==> config.mk <==
export PLATFORM = sky130hd
export DESIGN_NAME = reg_share_arbiter
export DESIGN_NICKNAME = d
export VERILOG_FILES = /design/src/rtl/reg_share_arbiter.sv
export SDC_FILE = /design/constraint.sdc
export NUM_CORES = 1
export LEC_CHECK = 0
export CAP_MARGIN = 40
export CELL_PAD_IN_SITES_DETAIL_PLACEMENT = 1
export CELL_PAD_IN_SITES_GLOBAL_PLACEMENT = 1
export CORE_MARGIN = 5
export CORE_UTILIZATION = 30
export DETAILED_ROUTE_END_ITERATION = 7
export PLACE_DENSITY_LB_ADDON = 0.1
export SLEW_MARGIN = 20
export SYNTH_ARGS = -nofsm -noshare
export SYNTH_HDL_FRONTEND = slang
export SYNTH_SLANG_ARGS = --single-unit
==> constraint.sdc <==
create_clock -name clk -period 1.6 [get_ports clk]
set_input_delay 0.24 -clock clk [delete_from_list [all_inputs] [get_ports clk]]
set_output_delay 0.24 -clock clk [all_outputs]
set_load 0.02 [all_outputs]
==> src/rtl/reg_share_arbiter.sv <==
// rtl/reg_share_arbiter.sv - four-requester arbiter guarding one shared 4-bit register
// Rotating-priority grant, one registered write per grant, forced release after TIMEOUT hold cycles.
module reg_share_arbiter #(
  parameter int TIMEOUT = 7
) (
  input  logic        clk,
  input  logic        reset,
  input  logic [3:0]  req,
  input  logic [15:0] data_in,
  output logic [3:0]  gnt,
  output logic [3:0]  ack,
  output logic [3:0]  q,
  output logic        busy,
  output logic        timeout
);

  typedef enum logic [1:0] {IDLE, GRANT, HOLD} state_t;

  localparam logic [2:0] TIMEOUT_C = 3'(TIMEOUT);

  state_t      state, state_n;
  logic [1:0]  ptr, ptr_n, w, w_n, winner;
  logic [2:0]  cnt, cnt_n;
  logic [3:0]  gnt_n, ack_n, q_n;
  logic        timeout_n;
  logic        req_w;

  assign req_w = req[w];
  assign busy  = (state != IDLE);

  // Scan downward so the lowest offset from ptr wins.
  always_comb begin
    winner = ptr;
    for (int k = 3; k >= 0; k--) begin
      if (req[ptr + 2'(k)]) winner = ptr + 2'(k);
    end
  end

  always_ff @(negedge clk) begin
    if (!reset) begin
      state   <= IDLE;
      ptr     <= 2'd0;
      w       <= 2'd0;
      cnt     <= 3'd0;
      gnt     <= 4'd0;
      ack     <= 4'd0;
      q       <= 4'd0;
      timeout <= 1'b0;
    end else begin
      state   <= state_n;
      ptr     <= ptr_n;
      w       <= w_n;
      cnt     <= cnt_n;
      gnt     <= gnt_n;
      ack     <= ack_n;
      q       <= q_n;
      timeout <= timeout_n;
    end
  end

  always_comb begin
    state_n = state;
    case (state)
      IDLE:    if (req != 4'd0) state_n = GRANT;
      GRANT:   state_n = req_w ? HOLD : IDLE;
      HOLD:    if (!req_w || cnt == TIMEOUT_C) state_n = IDLE;
      default: state_n = IDLE;
    endcase
  end

  // Next values of the registered outputs; ack defaults low so it pulses for one cycle.
  always_comb begin
    ptr_n     = ptr;
    w_n       = w;
    cnt_n     = cnt;
    gnt_n     = gnt;
    ack_n     = 4'd0;
    q_n       = q;
    timeout_n = timeout;
    case (state)
      IDLE: begin
        gnt_n = 4'd0;
        if (req != 4'd0) begin
          w_n   = winner;
          gnt_n = 4'b0001 << winner;
        end
      end
      GRANT: begin
        if (req_w) begin
          q_n   = data_in[{w, 2'b00} +: 4];
          ack_n = 4'b0001 << w;
          cnt_n = 3'd0;
        end else begin
          gnt_n = 4'd0;
        end
      end
      HOLD: begin
        if (!req_w) begin
          gnt_n = 4'd0;
          ptr_n = w + 2'd1;
        end else if (cnt == TIMEOUT_C) begin
          gnt_n     = 4'd0;
          ptr_n     = w + 2'd1;
          timeout_n = 1'b1;
        end else begin
          cnt_n = cnt + 3'd1;
        end
      end
      default: gnt_n = 4'd0;
    endcase
  end

endmodule

==> parameters.txt <==
Parameter                              Value

Route
  Total routed wirelength    3720 um
  Per-cell routed wire length    about 16 um
  Starting DRT DRC Count    16
  Count of nets left with antenna violations after detail routing    0
  Iteration count of the initial detailed-routing pass    4
  Vias    approximately 1,100
  Number of remaining DRC errors    0
  Number of vias per cell    4.87

Layout
  Final non-filler cell total    ~230
  Final design area excluding fillers    around 0.0020 mm2
  Number of filler cells placed in the layout    approximately 370
  Footprint of the multi-input gates    roughly 740 um2
  Layout Nets    between 200 and 250
  Layout cell share with drive strength beyond 1    0.522
  Commonest non-fill, non-tap cells in the layout    inv_1 (23), buf_4 (21), buf_6 (20)
  Antenna cells    0
  Synth-to-layout area growth    86.6%
  Most frequent standard cell in the layout excluding fill and tap cells    inv_1
  Reg area    ~460 um2

Power
  Switching share of power    0.357
  Power share of the clock group    0.319
  Peak VDD IR    0.574 mV
  Net load switching power    0.000546 W
  Leak    about 0.92 nW
  Cell Int Power    just under 0.001 W
  Combinational cell fraction of total power    0.287
  Power per Cell Area    a little under 800 mW/mm2
  Share of power burned in registers    0.393

Synthesis
  Yosys warnings    0
  Number of register bits inferred by synthesis    22
  Share of flip-flops with an asynchronous set or reset    0
  Number of enable flip-flop cells after synthesis    0
  Average instance area after synthesis    10.3 um2
  Syn_nets    between 100 and 150
  Instance count of the mapped netlist    103
  Area of the mapped netlist    roughly 0.0011 mm2
  Part of the Yosys area used for sequential elements    0.414
  Number of distinct library cell variants in the gate-level netlist after synthesis    35
  Leading register cell type out of synthesis    dfxtp_1

Worst setup path
  Launching point of the worst reg2reg path    cnt[1]
  Category of the critical setup timing path    flip-flop to output port
  Worst path arrival time    roughly 1900 ps
  Top cell family by delay on the critical path    flip-flops
  Top fanout value on the critical path    2
  Critical Path Max Stage Delay    approximately 320 ps
  Critical-path cell list    or2_4, buf_6
  Required time at the worst-slack endpoint    around 1400 ps
  Reg2reg setup slack    -60 ps
  Number of buffer and inverter stages on the critical path    1
  FF-to-FF path depth    6
  Endpoint of the worst register-to-register path    cnt[0]
  Worst Setup End Kind    output port
  Slowest cell on crit path    dfxtp_2
  Kind of start point of the critical path    flip-flop

Place
  Placed Cells    between 150 and 200
  Instance area at placement    around 0.0016 mm2
  Final weighted congestion in routability-driven placement    around 0.7
  DPL Wire Length    2500 um
  Total of buffers placed on input and output ports    35

Clocking
  H-tree lvl count    1
  Clk root buf    clkbuf_4
  Clock tree from TritonCTS    done
  Clk Latency, worst-skew pair    between 400 and 500 ps
  Number of buffers created by CTS    3
  Number of sinks driven by the clock tree    22
  Worst-case clock buffer depth    2
  Clock slew at reported path FFs    50 ps

GRT
  Via count of the first global-routing pass    1,309
  Initial antenna violation count    0
  GR Overflow Total    0
  Total GRT Usage    0.153
  Wire length of the first global-routing pass    6070 um
  Pin count of the biggest net entering global routing    12

Floorplan
  Effective utilization at floorplan    0.314
  Core area    about 0.0034 mm2
  I/O pin total    36
  Number of cell rows    21
  Die W    approximately 70 um
  Height of the chip    around 70 um
  Die ar.    0.00484 mm2

Hold path
  Type of the most critical hold path    flip-flop to flip-flop
  Depth of the worst hold-timing path    1
  Hold Crit Start    gnt[1]
  Terminating pin of the worst hold path    gnt[1]

STA
  Setup slack after layout    -515 ps
  Setup violators final    35
  Number of hold violations in the final report    0
  Max_slew headroom    0.741
  Clock skew after layout    32.5 ps
  Final number of max-transition violations    0
  Slew at the pin closest to its max-slew limit    between 300 and 400 ps
  Setup Total Neg Slack    -8050 ps
  Unrepaired setup endpoints after global routing    true

Outcome
  Failing checks    negative setup slack
  Status    finished with violations

Run
  Number of maximum-capacitance violations    0
==> cell type report <==
type                            count  area share
Sequential cell                    22       0.231
Inverter                            2     0.00441
Timing Repair Buffer               63       0.309
Clock inverter                     22      0.0416
Multi-Input combinational cell     74       0.374
Clock buffer                        3      0.0113
Tap cell                           46      0.0290
==> cells by family after synthesis <==
kind of cell / count (synthesis) / synth area share
multiplexers: 11 / 0.163
buffers and inverters: 7 / 0.0399
AO/OA/AOI/OAI: 27 / 0.186
flip-flops: 22 / 0.414
adder cells (fa/ha/maj): 2 / 0.0235
AND/OR/NAND/NOR: 33 / 0.166
XOR/XNOR: 1 / 0.00823
==> layer usage <==
layer / GRT usage / routed length [um]
met5: 0 / 0
met4: 0.0607 / 46
met3: 0.0594 / 183
met2: 0.265 / 2000
met1: 0.165 / 1490
==> power groups by stage <==
stage	registers, W	clock network [W]	logic (W)
4_1_cts	0.000601	0.000522	0.000420
2_1_floorplan	0.000624	0.0000880	0.000162
5_1_grt	0.000604	0.000582	0.000470
6_report	0.000602	0.000489	0.000440
3_3_place_gp	0.000603	0.0000880	0.000338
3_5_place_dp	0.000604	0.0000880	0.000346
==> state kept, by name, indices dropped and copies added, names as in the netlist <==
signal   count
ack          4
cnt          3
gnt          4
ptr          2
q            4
state        2
timeout      1
w            2
==> timing repair <==
item | in CTS | in global routing
setup buffers | 6 | 4
pin swaps | 19 | 11
gates resized for setup | 172 | 11
hold buffers | 0 | 0
setup endpoints to repair | 36 | 35
==> Yosys cell counts, types with 3 or more instances <==
| master | number | area share |
|---|---|---|
| mux2i_1 | 5 | 0.047 |
| nor2b_1 | 6 | 0.035 |
| a32o_1 | 4 | 0.038 |
| nand2_1 | 4 | 0.014 |
| mux4_2 | 5 | 0.11 |
| a21oi_1 | 5 | 0.023 |
| dfxtp_1 | 22 | 0.41 |
| nor2_1 | 10 | 0.035 |
| o21ai_0 | 5 | 0.023 |
| nor3b_1 | 3 | 0.021 |
==> metrics by stage <==
stage / power, W / util / hold WS, ps / setup slack, ps
2_1_floorplan: 0.000874 / - / 446 / -598
3_3_place_gp: 0.00103 / 0.468 / 453 / -1070
3_5_place_dp: 0.00104 / 0.468 / 460 / -1100
4_1_cts: 0.00154 / 0.565 / 479 / -536
5_1_grt: 0.00166 / 0.586 / 486 / -557
6_report: 0.00153 / 0.586 / 475 / -515
==> worst reg2reg max path, delay by kind of cell (launching register included) <==
kind	cells	cell delay, ps
AO/OA/AOI/OAI	1	110
adder cells (fa/ha/maj)	2	390
flip-flops	1	310
multiplexers	1	250
AND/OR/NAND/NOR	2	460
==> worst max-delay path by stage <==
stage | startpoint | end | cells past startpoint
after floorplan | req[1] | ack[3] | 5
final | state[0] | busy | 2
after CTS | state[0] | busy | 2
after detailed placement | req[2] | cnt[0] | 4
after global placement | req[2] | cnt[0] | 4
after global routing | state[1] | busy | 2
Power figures use the tool's default switching activity.
